## config.mk

```make
export PLATFORM = sky130hd
export DESIGN_NAME = tmds_channel_rx
export DESIGN_NICKNAME = d
export VERILOG_FILES = /design/src/rtl/tmds_pkg.sv /design/src/rtl/tmds_decode_word.sv /design/src/rtl/tmds_channel_rx.sv
export SDC_FILE = /design/constraint.sdc
export NUM_CORES = 1
export LEC_CHECK = 0
export BUFFER_PORTS_ARGS = -buffer_cell sky130_fd_sc_hd__buf_4
export CELL_PAD_IN_SITES_DETAIL_PLACEMENT = 0
export CELL_PAD_IN_SITES_GLOBAL_PLACEMENT = 1
export CORE_ASPECT_RATIO = 0.6
export CORE_MARGIN = 4
export CORE_UTILIZATION = 47
export DETAILED_ROUTE_END_ITERATION = 7
export GPL_TIMING_DRIVEN = 0
export MAX_ROUTING_LAYER = met4
export PLACE_DENSITY_LB_ADDON = 0.1
export SLEW_MARGIN = 5
export SYNTH_ARGS = -nofsm -noshare
export SYNTH_HDL_FRONTEND = slang
export SYNTH_SLANG_ARGS = --single-unit
```

## constraint.sdc

```tcl
create_clock -name clk -period 4.1 [get_ports clk]
set_input_delay 0.615 -clock clk [delete_from_list [all_inputs] [get_ports clk]]
set_output_delay 0.615 -clock clk [all_outputs]
set_load 0.03 [all_outputs]
```

## src/rtl/tmds_pkg.sv

```systemverilog
// Shared constants, types and control-token lookup for the TMDS channel receiver.
package tmds_pkg;

  localparam int unsigned SYM_W  = 10;
  localparam int unsigned DATA_W = 8;
  localparam int unsigned CTRL_W = 2;
  localparam int unsigned OFS_W  = 4;
  localparam int unsigned WIN_W  = 2 * SYM_W;

  localparam logic [SYM_W-1:0] CTRL_TOK_00 = 10'b1101010100;
  localparam logic [SYM_W-1:0] CTRL_TOK_01 = 10'b0010101011;
  localparam logic [SYM_W-1:0] CTRL_TOK_10 = 10'b0101010100;
  localparam logic [SYM_W-1:0] CTRL_TOK_11 = 10'b1010101011;

  typedef enum logic {
    SEARCH,
    LOCKED
  } state_e;

  typedef struct packed {
    logic              hit;
    logic [CTRL_W-1:0] val;
  } ctrl_lut_t;

  function automatic ctrl_lut_t ctrl_lookup(input logic [SYM_W-1:0] q);
    ctrl_lut_t r;
    r.hit = 1'b1;
    r.val = '0;
    case (q)
      CTRL_TOK_00: r.val = 2'b00;
      CTRL_TOK_01: r.val = 2'b01;
      CTRL_TOK_10: r.val = 2'b10;
      CTRL_TOK_11: r.val = 2'b11;
      default:     r.hit = 1'b0;
    endcase
    return r;
  endfunction

endpackage

```

## src/rtl/tmds_decode_word.sv

```systemverilog
// Combinational TMDS symbol decoder: control-token detect plus 10b->8b data decode.
module tmds_decode_word
  import tmds_pkg::*;
(
  input  logic [SYM_W-1:0]  q_i,
  output logic              is_ctrl_c,
  output logic [CTRL_W-1:0] ctrl_c,
  output logic [DATA_W-1:0] data_c
);

  ctrl_lut_t         lut;
  logic [DATA_W-1:0] qp;

  always_comb begin
    lut       = ctrl_lookup(q_i);
    is_ctrl_c = lut.hit;
    ctrl_c    = lut.val;
    // undo the optional inversion, then the XOR/XNOR transition chain
    qp        = q_i[9] ? ~q_i[7:0] : q_i[7:0];
    data_c    = '0;
    data_c[0] = qp[0];
    for (int i = 1; i < int'(DATA_W); i++) begin
      data_c[i] = q_i[8] ? (qp[i] ^ qp[i-1]) : ~(qp[i] ^ qp[i-1]);
    end
  end

endmodule

```

## src/rtl/tmds_channel_rx.sv

```systemverilog
// One TMDS receive channel: word alignment by control-token search, then symbol decode.
module tmds_channel_rx
  import tmds_pkg::*;
#(
  parameter int unsigned CTRL_RUN   = 16,
  parameter int unsigned SEARCH_WIN = 2048,
  parameter int unsigned MAX_GAP    = 2048
) (
  input  logic              clk,
  input  logic              rst,
  input  logic [SYM_W-1:0]  sym_in,
  output logic              de,
  output logic [DATA_W-1:0] data,
  output logic [CTRL_W-1:0] ctrl,
  output logic              locked,
  output logic [OFS_W-1:0]  offset
);

  localparam int unsigned RUN_W = $clog2(CTRL_RUN) + 1;
  localparam int unsigned WCN_W = $clog2(SEARCH_WIN) + 1;
  localparam int unsigned GAP_W = $clog2(MAX_GAP) + 1;

  logic [SYM_W-1:0]  cur_q, prev_q;
  logic [OFS_W-1:0]  offset_q, offset_d;
  state_e            state_q, state_d;
  logic [RUN_W-1:0]  run_q, run_d;
  logic [WCN_W-1:0]  win_q, win_d;
  logic [GAP_W-1:0]  gap_q, gap_d;
  logic              locked_q, locked_d;
  logic              de_q, de_d;
  logic [DATA_W-1:0] data_q, data_d;
  logic [CTRL_W-1:0] ctrl_q, ctrl_d;

  logic [WIN_W-1:0]  win_c;
  logic [SYM_W-1:0]  sel_c;
  logic              is_ctrl_c;
  logic [CTRL_W-1:0] dec_ctrl_c;
  logic [DATA_W-1:0] dec_data_c;

  // Older word sits in the low half since bit 0 is the earliest serial bit.
  always_comb begin
    win_c = {cur_q, prev_q};
    sel_c = prev_q;
    for (int i = 0; i < int'(SYM_W); i++) begin
      if (offset_q == OFS_W'(i)) sel_c = win_c[i +: SYM_W];
    end
  end

  tmds_decode_word u_dec (
    .q_i       (sel_c),
    .is_ctrl_c (is_ctrl_c),
    .ctrl_c    (dec_ctrl_c),
    .data_c    (dec_data_c)
  );

  // Alignment FSM next-state and output-register next values.
  always_comb begin
    state_d  = state_q;
    offset_d = offset_q;
    run_d    = run_q;
    win_d    = win_q;
    gap_d    = gap_q;
    locked_d = locked_q;
    de_d     = 1'b0;
    data_d   = '0;
    ctrl_d   = ctrl_q;

    case (state_q)
      SEARCH: begin
        win_d = (win_q == {WCN_W{1'b1}}) ? win_q : WCN_W'(win_q + 1'b1);
        if (is_ctrl_c) run_d = (run_q == {RUN_W{1'b1}}) ? run_q : RUN_W'(run_q + 1'b1);
        else           run_d = '0;
        // a lock on the same cycle as window expiry keeps the current offset
        if (run_d >= RUN_W'(CTRL_RUN)) begin
          state_d  = LOCKED;
          locked_d = 1'b1;
          gap_d    = '0;
        end else if (win_q >= WCN_W'(SEARCH_WIN - 1)) begin
          offset_d = (offset_q == OFS_W'(SYM_W - 1)) ? '0 : OFS_W'(offset_q + 1'b1);
          win_d    = '0;
          run_d    = '0;
        end
      end
      LOCKED: begin
        if (is_ctrl_c) gap_d = '0;
        else           gap_d = (gap_q == {GAP_W{1'b1}}) ? gap_q : GAP_W'(gap_q + 1'b1);
        if (gap_d >= GAP_W'(MAX_GAP)) begin
          state_d  = SEARCH;
          locked_d = 1'b0;
          win_d    = '0;
          run_d    = '0;
        end
      end
      default: state_d = SEARCH;
    endcase

    if (is_ctrl_c) begin
      ctrl_d = dec_ctrl_c;
    end else if (locked_q) begin
      de_d   = 1'b1;
      data_d = dec_data_c;
    end
  end

  always_ff @(posedge clk or negedge rst) begin
    if (!rst) begin
      cur_q    <= '0;
      prev_q   <= '0;
      offset_q <= '0;
      state_q  <= SEARCH;
      run_q    <= '0;
      win_q    <= '0;
      gap_q    <= '0;
      locked_q <= 1'b0;
      de_q     <= 1'b0;
      data_q   <= '0;
      ctrl_q   <= '0;
    end else begin
      cur_q    <= sym_in;
      prev_q   <= cur_q;
      offset_q <= offset_d;
      state_q  <= state_d;
      run_q    <= run_d;
      win_q    <= win_d;
      gap_q    <= gap_d;
      locked_q <= locked_d;
      de_q     <= de_d;
      data_q   <= data_d;
      ctrl_q   <= ctrl_d;
    end
  end

  assign de     = de_q;
  assign data   = data_q;
  assign ctrl   = ctrl_q;
  assign locked = locked_q;
  assign offset = offset_q;

endmodule

```

[Word-level counts from Yosys, hierarchy flattened]
Cells that the tools add are included.
Cells by class
  add/subtract/negate cells: 4
  order comparisons: 3
  equality and inequality tests: 18
  mux-type cells: 47
  bitwise gates (word level): 17
  reductions and logical operators: 3
Operators with widths (number)
  two-way mux 12 bit: 8
  two-way mux 10 bit: 9
  case mux 12 bit (2 select lines): 2
  two-way mux 5 bit: 6
  adder 12 x 1 -> 12 bit (second input constant): 2
  == test 12 bit (second input constant): 2
  two-way mux 8 bit: 3
  == test 10 bit (second input constant): 2
  == test 4 x 3 -> 1 bit (second input constant): 4
  two-way mux 1 bit: 14
  greater-or-equal comparator 12 x 11 -> 1 bit (second input constant): 1
  greater-or-equal comparator 12 bit (second input constant): 1
  == test 10 x 8 -> 1 bit (second input constant): 1
  == test 10 x 9 -> 1 bit (second input constant): 1
  case mux 5 bit (2 select lines): 1
  NOT 1 bit: 9
  == test 4 x 2 -> 1 bit (second input constant): 2
  == test 4 bit (second input constant): 2
  NOT 8 bit: 1
  bitwise XOR 1 bit: 7
  case mux 2 bit (3 select lines): 1
  adder 5 x 1 -> 5 bit (second input constant): 1
  == test 5 bit (second input constant): 1
  greater-or-equal comparator 5 bit (second input constant): 1
  other kinds (9): 10
Word-level totals
  bits in registers: 66
  word-level logic and storage cells: 103

[Logic depth before layout (Yosys ltp)]
Gate-level depths: netlist of the first run.
  word-level depth: 18
  gate-level depth with buffers: 20

[Modules after synthesis]
From an unflattened synthesis of the first run, not the netlist that was laid out.
Second synthesis, totals
  cell total of the unflattened synthesis: 506
  area total of the unflattened synthesis: 4267.8 um^2
By module, submodules not included
  tmds_channel_rx: instances 1, cells each 481, area an instance 4051.4 um^2, seq. area each 1651.6 um^2
  tmds_decode_word: instances 1, cells each 25, area an instance 216.5 um^2, seq. area each 0.0 um^2

[Worst setup path after synthesis of the first run]
OpenSTA, ideal clock, no wires.
  path kind: flip-flop to flip-flop
  start point: reg offset_q[1] (netlist: offset[1])
  end point: reg win_q[2]
  data arrival time: 3746 ps
  required time: 3964 ps
  path slack: 218 ps
  stages on the path, launching flop included: 19
  clock period less this slack: 3882 ps
  cell sequence: dfrtp_1 buf_2 buf_2 buf_1 mux4_2 mux2_2 mux2_2 mux2i_1 o21ai_0 ha_1 nand4_1 a21oi_1 o21a_1 and2_1 a311o_2 buf_6 buf_6 a21oi_1 a21oi_1
On the way
  word-level cells in the longest chain between the ends: 18
RTL lines
  from (decl): RTL line tmds_channel_rx.sv:24  | logic [OFS_W-1:0] offset_q, offset_d;
  from (signal assigned): RTL line tmds_channel_rx.sv:121  | offset_q <= offset_d;
  == test 4 x 1 -> 1 bit: RTL line tmds_channel_rx.sv:45  | if (offset_q == OFS_W'(i)) sel_c = win_c[i +: SYM_W];
  two-way mux 10 bit (8 in series): RTL line tmds_channel_rx.sv:45
  two-way mux 10 bit *: RTL line tmds_channel_rx.sv:45
  == test 10 bit (tied with other cells): RTL line tmds_pkg.sv:29  | case (q)
  OR reduction 4 bit (no source line) *
  two-way mux 1 bit *: RTL line tmds_pkg.sv:29
  branches (longest 5 deep; another with greater-or-equal comparator 12 bit)
  to (signal assigned): RTL line tmds_channel_rx.sv:124  | win_q <= win_d;
  to (decl): RTL line tmds_channel_rx.sv:27  | logic [WCN_W-1:0] win_q, win_d;
Mark *: on every way between the ends. The select of a mux whose other input is x is not followed.
A chain may end at the register's enable or synchronous reset.

[Final worst setup path of the first run]
  start point: reg offset_q[0] (netlist: offset[0])
  end point: reg win_q[2]
Same word-level chain as after synthesis.

==> metrics, run 1 <==
Register-to-Register Setup Slack 0.22 ns; Worst EP arrival 4.09 ns; Initial Util 0.488; number of enable flip-flop cells after synthesis 0; Pins Over Slew Limit 0; run status finished, final reports clean; number of flip-flops and latches in the synthesized netlist 66; cell-by-cell trace of the critical path buf_2 -> buf_4 -> mux4_2 -> mux2_2 -> mux2_2 -> mux2i_2 -> o21ai_0 -> ha_1 -> nand4_1 -> a21oi_1 -> o21a_2 -> and2_1 -> a311o_2 -> buf_6 -> buf_6 -> a21oi_1 -> a21oi_1; Die Footprint 10,600 µm²; finished layout cell area 4900 µm²; I/O pin total 28; Crit. End Element flip-flop; type of the worst setup path flip-flop to flip-flop; total grt overflow 0; number of H-tree branching levels 3; remaining max-slew budget at the tightest pin 0.432; Residual DRC 0; Comb pwr share 0.060; number of fillers in the final layout 762; via count of the first global-routing pass 3,648; wire length of the first global-routing pass 19,400 µm; highest ir drop seen on vdd 0.181 mV; max-capacitance violation count 0; post-placement setup slack -0.431 ns; maximum number of pins on one net before global-route repair 67; placeable core region 8620 µm²; sequential-to-total area share from yosys stat 0.393; total detailed-routing wirelength 11,700 µm; Syn. warnings 0; DRT Pass-1 Iters 5; CTS sink count 66; most common flop cell mapped by yosys dfrtp_1; HP Start cur_q[9]; FP Rows 26; port bufs 27; Crit-path slowest cell mux4_2; post-route setup slack 0.220 ns; pwr/cell area 318 nW/µm²; largest fanout on the critical path 19; net count after synthesis 498; Routed WL per cell 18.6 µm; count of different cell masters after synthesis 67; count of final hold-check violations 0; Leak Pwr 2.11 nW; CP Data Required Time 4.31 ns; clock root buffer clkbuf_16; antenna violations before repair 1; Syn Std Cell Area 4210 µm²; fraction of synthesis flops using an asynchronous set or reset pin 1.00; library cell appearing most often on the critical path a21oi_1; class of the tightest hold or removal check flip-flop to flip-flop; final standard cell utilization of the core 0.568; number of failing setup endpoints in the final timing report 0; Total Power 1.56 mW; worst clock skew 0.00676 ns; Antenna Nets Post-Route 0; synth-to-layout area growth 16.4%; Seq pwr share 0.437; Worst Hold End prev_q[9]; detail-routed via count per cell 6.15; CTS clock-pin slew for the worst setup and hold paths 0.06 ns; buffer levels on the longest clock path 2; Internal 1.19 mW; unrepaired setup endpoints after global routing false; average cell area after synthesis 8.84 µm²; flip-flop and latch area 1650 µm²; cell depth of the worst min-delay path 0; startpoint type of the worst setup path flip-flop; FF-to-FF End win_q[2]; clock insertion delay at the later pin of the skew report 0.34 ns; Post-DP HPWL 8210 µm; Fin Hold WS 0.349 ns; kind of cell adding the most delay to the critical path multiplexers; Multi-input gate area 2360 µm²; clock network power share 0.503; share of final-layout standard cells stronger than drive strength 1 0.170; worst slew pin tran 0.852 ns; CTS buffer count 9; vertical die dimension 81.3 µm; worst reg2reg startpoint offset[0]; net switching component of the power 0.367 mW; DIE WIDTH 130 µm; Final Cycle Share 0.946; Worst Reg2Reg Path Length in Cells 17; dpl cell area 4550 µm²; routability-driven placement congestion ratio 0.947; Mapped Cells 476; time the final worst path needs with I/O delays and setup 3.88 ns; count of routing violations after the opening detailed-route iteration 522; highest clock frequency the design can meet 258 MHz; Overall Global Routing Usage 0.246; TritonCTS clock tree built; number of vias in the routed layout 3,876; delay contributed by the slowest stage of the critical path 0.51 ns; switching share of power 0.236; Net count, final 534; number of buffers and inverters on the critical path 4
[kinds of logic (layout without fill, tap and decap cells)]
| family | count (synthesis) | in the layout | synth area share |
|---|---|---|---|
| DFF | 66 | 66 | 0.393 |
| xor gates and xnor gates | 13 | 13 | 0.0271 |
| other | 0 | 1 | 0 |
| buffers and inverters | 50 | 91 | 0.0556 |
| adders and majority gates | 10 | 10 | 0.0297 |
| and+or+nand+nor | 152 | 152 | 0.184 |
| muxes | 16 | 16 | 0.0422 |
| AOI/OAI and AO/OA | 169 | 169 | 0.269 |
[flip-flops by register name (all words and copies together), names as in the netlist]
register / cells
gap_q: 12
win_q: 12
cur_q: 10
prev_q: 10
data: 8
run_q: 5
offset: 4
ctrl: 2
de: 1
locked: 1
state_q: 1
[what timing repair did]
item                       CTS  global route
setup endpoints to repair   38            42
setup buffers                0             0
hold buffers                 0             0
gates resized for setup      6            12
[layout by cell type (no fill, tap or decap), types with 15 or more instances in the layout]
cell type,instances
nor2_1,28
o21ai_0,30
nand3_1,15
nand2_1,47
inv_1,21
dfrtp_1,65
a31oi_1,17
a21oi_1,41
buf_4,29
[cells in the mapped netlist, types with 11 or more instances]
| cell | count | area share |
|---|---|---|
| dfrtp_1 | 66 | 0.39 |
| nand2_1 | 47 | 0.042 |
| a21oi_1 | 42 | 0.050 |
| o21ai_0 | 30 | 0.036 |
| nor2_1 | 29 | 0.026 |
| inv_1 | 21 | 0.019 |
| a31oi_1 | 18 | 0.027 |
| nand3_1 | 15 | 0.018 |
| buf_2 | 12 | 0.014 |
| mux2i_1 | 11 | 0.026 |
[worst max path at each step]
| stage | start | end | slack, ns | depth (start not counted) |
|---|---|---|---|---|
| floorplan | offset[1] | win_q[2] | 0.22 | 18 |
| global placement | offset[0] | win_q[3] | -0.39 | 16 |
| detailed placement | offset[1] | win_q[3] | -0.43 | 16 |
| CTS | offset[1] | win_q[2] | 0.004 | 19 |
| global route | offset[1] | win_q[9] | 0.02 | 19 |
| finish | offset[0] | win_q[2] | 0.22 | 17 |
[power groups by stage]
stage               registers [mW]  clock network [mW]  logic [mW]
finish                       0.680               0.783      0.0926
global route                 0.681               0.830       0.103
CTS                          0.679               0.801      0.0919
detailed placement           0.690                   0      0.0904
global placement             0.690                   0      0.0898
floorplan                    0.687                   0      0.0499
[area by class of cell]
class	instances	share of cell area
Multi-Input combinational cell	360	0.481
Sequential cell	66	0.337
Clock buffer	10	0.0488
Timing Repair Buffer	27	0.0414
Buffer	27	0.0324
Tap cell	112	0.0286
Inverter	21	0.0161
Clock inverter	6	0.0133
Antenna cell	1	0.000511
[layer usage]
metal  vias up  wire length (µm)  track usage
met5         -                 0            -
met4         0                97       0.0591
met3        13              1120       0.0841
met2       160              4520        0.300
met1      1867              5980        0.379
li1       1836                 -            -
[through the flow]
| stage | TNS (ns) | std cells |
|---|---|---|
| 3_3_place_gp | -4.98 | 615 |
| 5_1_grt | 0 | 630 |
| 2_1_floorplan | 0 | 476 |
| 4_1_cts | 0 | 631 |
| 6_report | 0 | 630 |
| 3_5_place_dp | -5.91 | 615 |
No activity file was read; power rests on OpenSTA's default activity.
==> run 2: changes to the inputs <==
--- a/config.mk
+++ b/config.mk
@@ -12,7 +12,6 @@
 export CORE_MARGIN = 4
 export CORE_UTILIZATION = 47
 export DETAILED_ROUTE_END_ITERATION = 7
-export GPL_TIMING_DRIVEN = 0
 export MAX_ROUTING_LAYER = met4
 export PLACE_DENSITY_LB_ADDON = 0.1
 export SLEW_MARGIN = 5
==> metrics, run 2 (same netlist as run 1, synthesis figures left out) <==
number of H-tree branching levels 3 (unchanged); startpoint type of the worst setup path flip-flop; Initial Util 0.488 (unchanged); number of fillers in the final layout 776 (+1.8%); placeable core region 8620 µm² (unchanged); unrepaired setup endpoints after global routing false; antenna violations before repair 0 (-1); clock root buffer clkbuf_16; pwr/cell area 317 nW/µm² (-0.20%); maximum number of pins on one net before global-route repair 67 (unchanged); highest clock frequency the design can meet 266 MHz (+3.0%); total detailed-routing wirelength 11,600 µm (-0.67%); post-placement setup slack 0.339 ns (+0.770 ns); CTS sink count 66 (unchanged); post-CTS setup buffers 0 (unchanged); number of failing setup endpoints in the final timing report 0 (unchanged); I/O pin total 28 (unchanged); class of the tightest hold or removal check flip-flop to flip-flop; max-capacitance violation count 0 (unchanged); Routed WL per cell 18.7 µm (+0.29%); DIE WIDTH 130 µm (unchanged); Pins Over Slew Limit 0 (unchanged); Hold-fix buffers, CTS 0 (unchanged); clock insertion delay at the later pin of the skew report 0.34 ns (about the same); share of final-layout standard cells stronger than drive strength 1 0.162 (-0.00810); worst clock skew 0.00686 ns (+0.000107 ns); Residual DRC 0 (unchanged); total grt overflow 0 (unchanged); run status finished, final reports clean; Top Registers gap_q (12), win_q (12); highest ir drop seen on vdd 0.201 mV (+11%); Antenna Nets Post-Route 0 (unchanged); Final Cycle Share 0.919 (-0.0276); Crit. End Element flip-flop; Total Power 1.55 mW (-0.53%); Post-DP HPWL 7940 µm (-3.3%); Overall Global Routing Usage 0.243 (-0.00294); Net count, final 529 (-0.94%); remaining max-slew budget at the tightest pin 0.415 (-0.0164); wire length of the first global-routing pass 19,300 µm (-0.89%); CP Data Required Time 4.32 ns (about the same); vertical die dimension 81.3 µm (unchanged); number of placed cells counting well taps 607 (-1.3%); detail-routed via count per cell 6.25 (+1.6%); number of vias in the routed layout 3,899 (+0.59%); most frequent cells in the layout dfrtp_1 (66), nand2_1 (47), buf_4 (47), a21oi_1 (42), o21ai_0 (30); most frequent standard cell in the layout excluding fill and tap cells dfrtp_1; largest fanout on the critical path 18 (-1); DRT Pass-1 Iters 5 (unchanged); time the final worst path needs with I/O delays and setup 3.77 ns (-0.113 ns); via count of the first global-routing pass 3,561 (-2.4%); final standard cell utilization of the core 0.566 (-0.00189); post-route setup slack 0.334 ns (+0.113 ns); number of cells in the finished layout apart from fillers 624 (-0.95%); Die Footprint 10,600 µm² (unchanged); CTS clock-pin slew for the worst setup and hold paths 0.06 ns (about the same); Total Neg Setup Slack 0 ns (unchanged); type of the worst setup path flip-flop to flip-flop; antenna fix cells 0 (-1); Leak Pwr 2.10 nW (-0.17%); TritonCTS clock tree built; Worst EP arrival 3.99 ns (-0.10 ns); count of routing violations after the opening detailed-route iteration 496 (-5.0%); synth-to-layout area growth 16.0%; CTS buffer count 9 (unchanged); worst slew pin tran 0.873 ns (+0.0205 ns); port bufs 27 (unchanged); count of final hold-check violations 0 (unchanged); FP Rows 26 (unchanged); routability-driven placement congestion ratio 1.01 (+6.6%); buffer levels on the longest clock path 2 (unchanged)
## run 2: cell count changes in the layout (fill, tap and decap cells not counted), moves of 2 or more
cell | previous run | this run
clkbuf_2 | 3 | 0
buf_4 | 29 | 47
clkinvlp_4 | 1 | 3
buf_2 | 10 | 0
buf_6 | 4 | 0
clkbuf_1 | 6 | 1
## run 2: repair_timing
item,CTS,global route
setup endpoints to repair,0,4
hold endpoints to repair,0,0
resized for setup,0,3
## run 2: final timing paths
path	start	to	slack (ns)	cells past startpoint
worst max-delay path	offset[2]	gap_q[9]	0.33	14
worst min-delay path	cur_q[9]	prev_q[9]	0.35	0
worst max register to register	offset[2]	gap_q[9]	0.33	14
worst min register to register	cur_q[9]	prev_q[9]	0.35	0
max in group asynchronous	rst	gap_q[10]	3.16	1
min in group asynchronous	rst	prev_q[2]	0.38	1
## run 2: worst max-delay path, stage by stage, from the launching register on
cell and delay [ns]:
dfrtp_1 0.72, buf_4 0.24, or3b_1 0.46, o221ai_1 0.21, a21oi_1 0.07, o21bai_1 0.19
a21oi_1 0.16, inv_1 0.09, ha_1 0.15, nand3_1 0.11, nor3b_4 0.40, a21oi_1 0.28
buf_4 0.24, a21o_1 0.15, a22o_1 0.17
## run 2: power breakdown
group | switching, mW | internal [mW] | leakage, nW
clock network | 0.304 | 0.472 | 0.135
registers | 0.0213 | 0.663 | 0.861
logic | 0.0502 | 0.0373 | 1.11
total | 0.375 | 1.17 | 2.10
## run 2: through the flow
step | instance area [µm²] | hold slack [ns]
floorplan | 4210 | 0.319
detailed placement | 4570 | 0.337
CTS | 4860 | 0.351
global placement | 4570 | 0.333
global route | 4880 | 0.370
finish | 4880 | 0.349
## run 2: final cells by class
cell class | instances | area, µm² | share of cell area
Multi-Input combinational cell | 361 | 2340 | 0.480
Clock buffer | 10 | 229 | 0.0469
Tap cell | 112 | 140 | 0.0287
Timing Repair Buffer | 48 | 373 | 0.0764
Clock inverter | 6 | 66.3 | 0.0136
Sequential cell | 66 | 1650 | 0.338
Inverter | 21 | 78.8 | 0.0161
## run 2: routing by layer
| metal | up-vias | part of all wire | GRT usage |
|---|---|---|---|
| li1 | 1832 | - | - |
| met2 | 181 | 0.39 | 0.293 |
| met4 | 0 | 0.012 | 0.0726 |
| met1 | 1872 | 0.52 | 0.377 |
| met5 | - | 0 | - |
| met3 | 14 | 0.087 | 0.0736 |
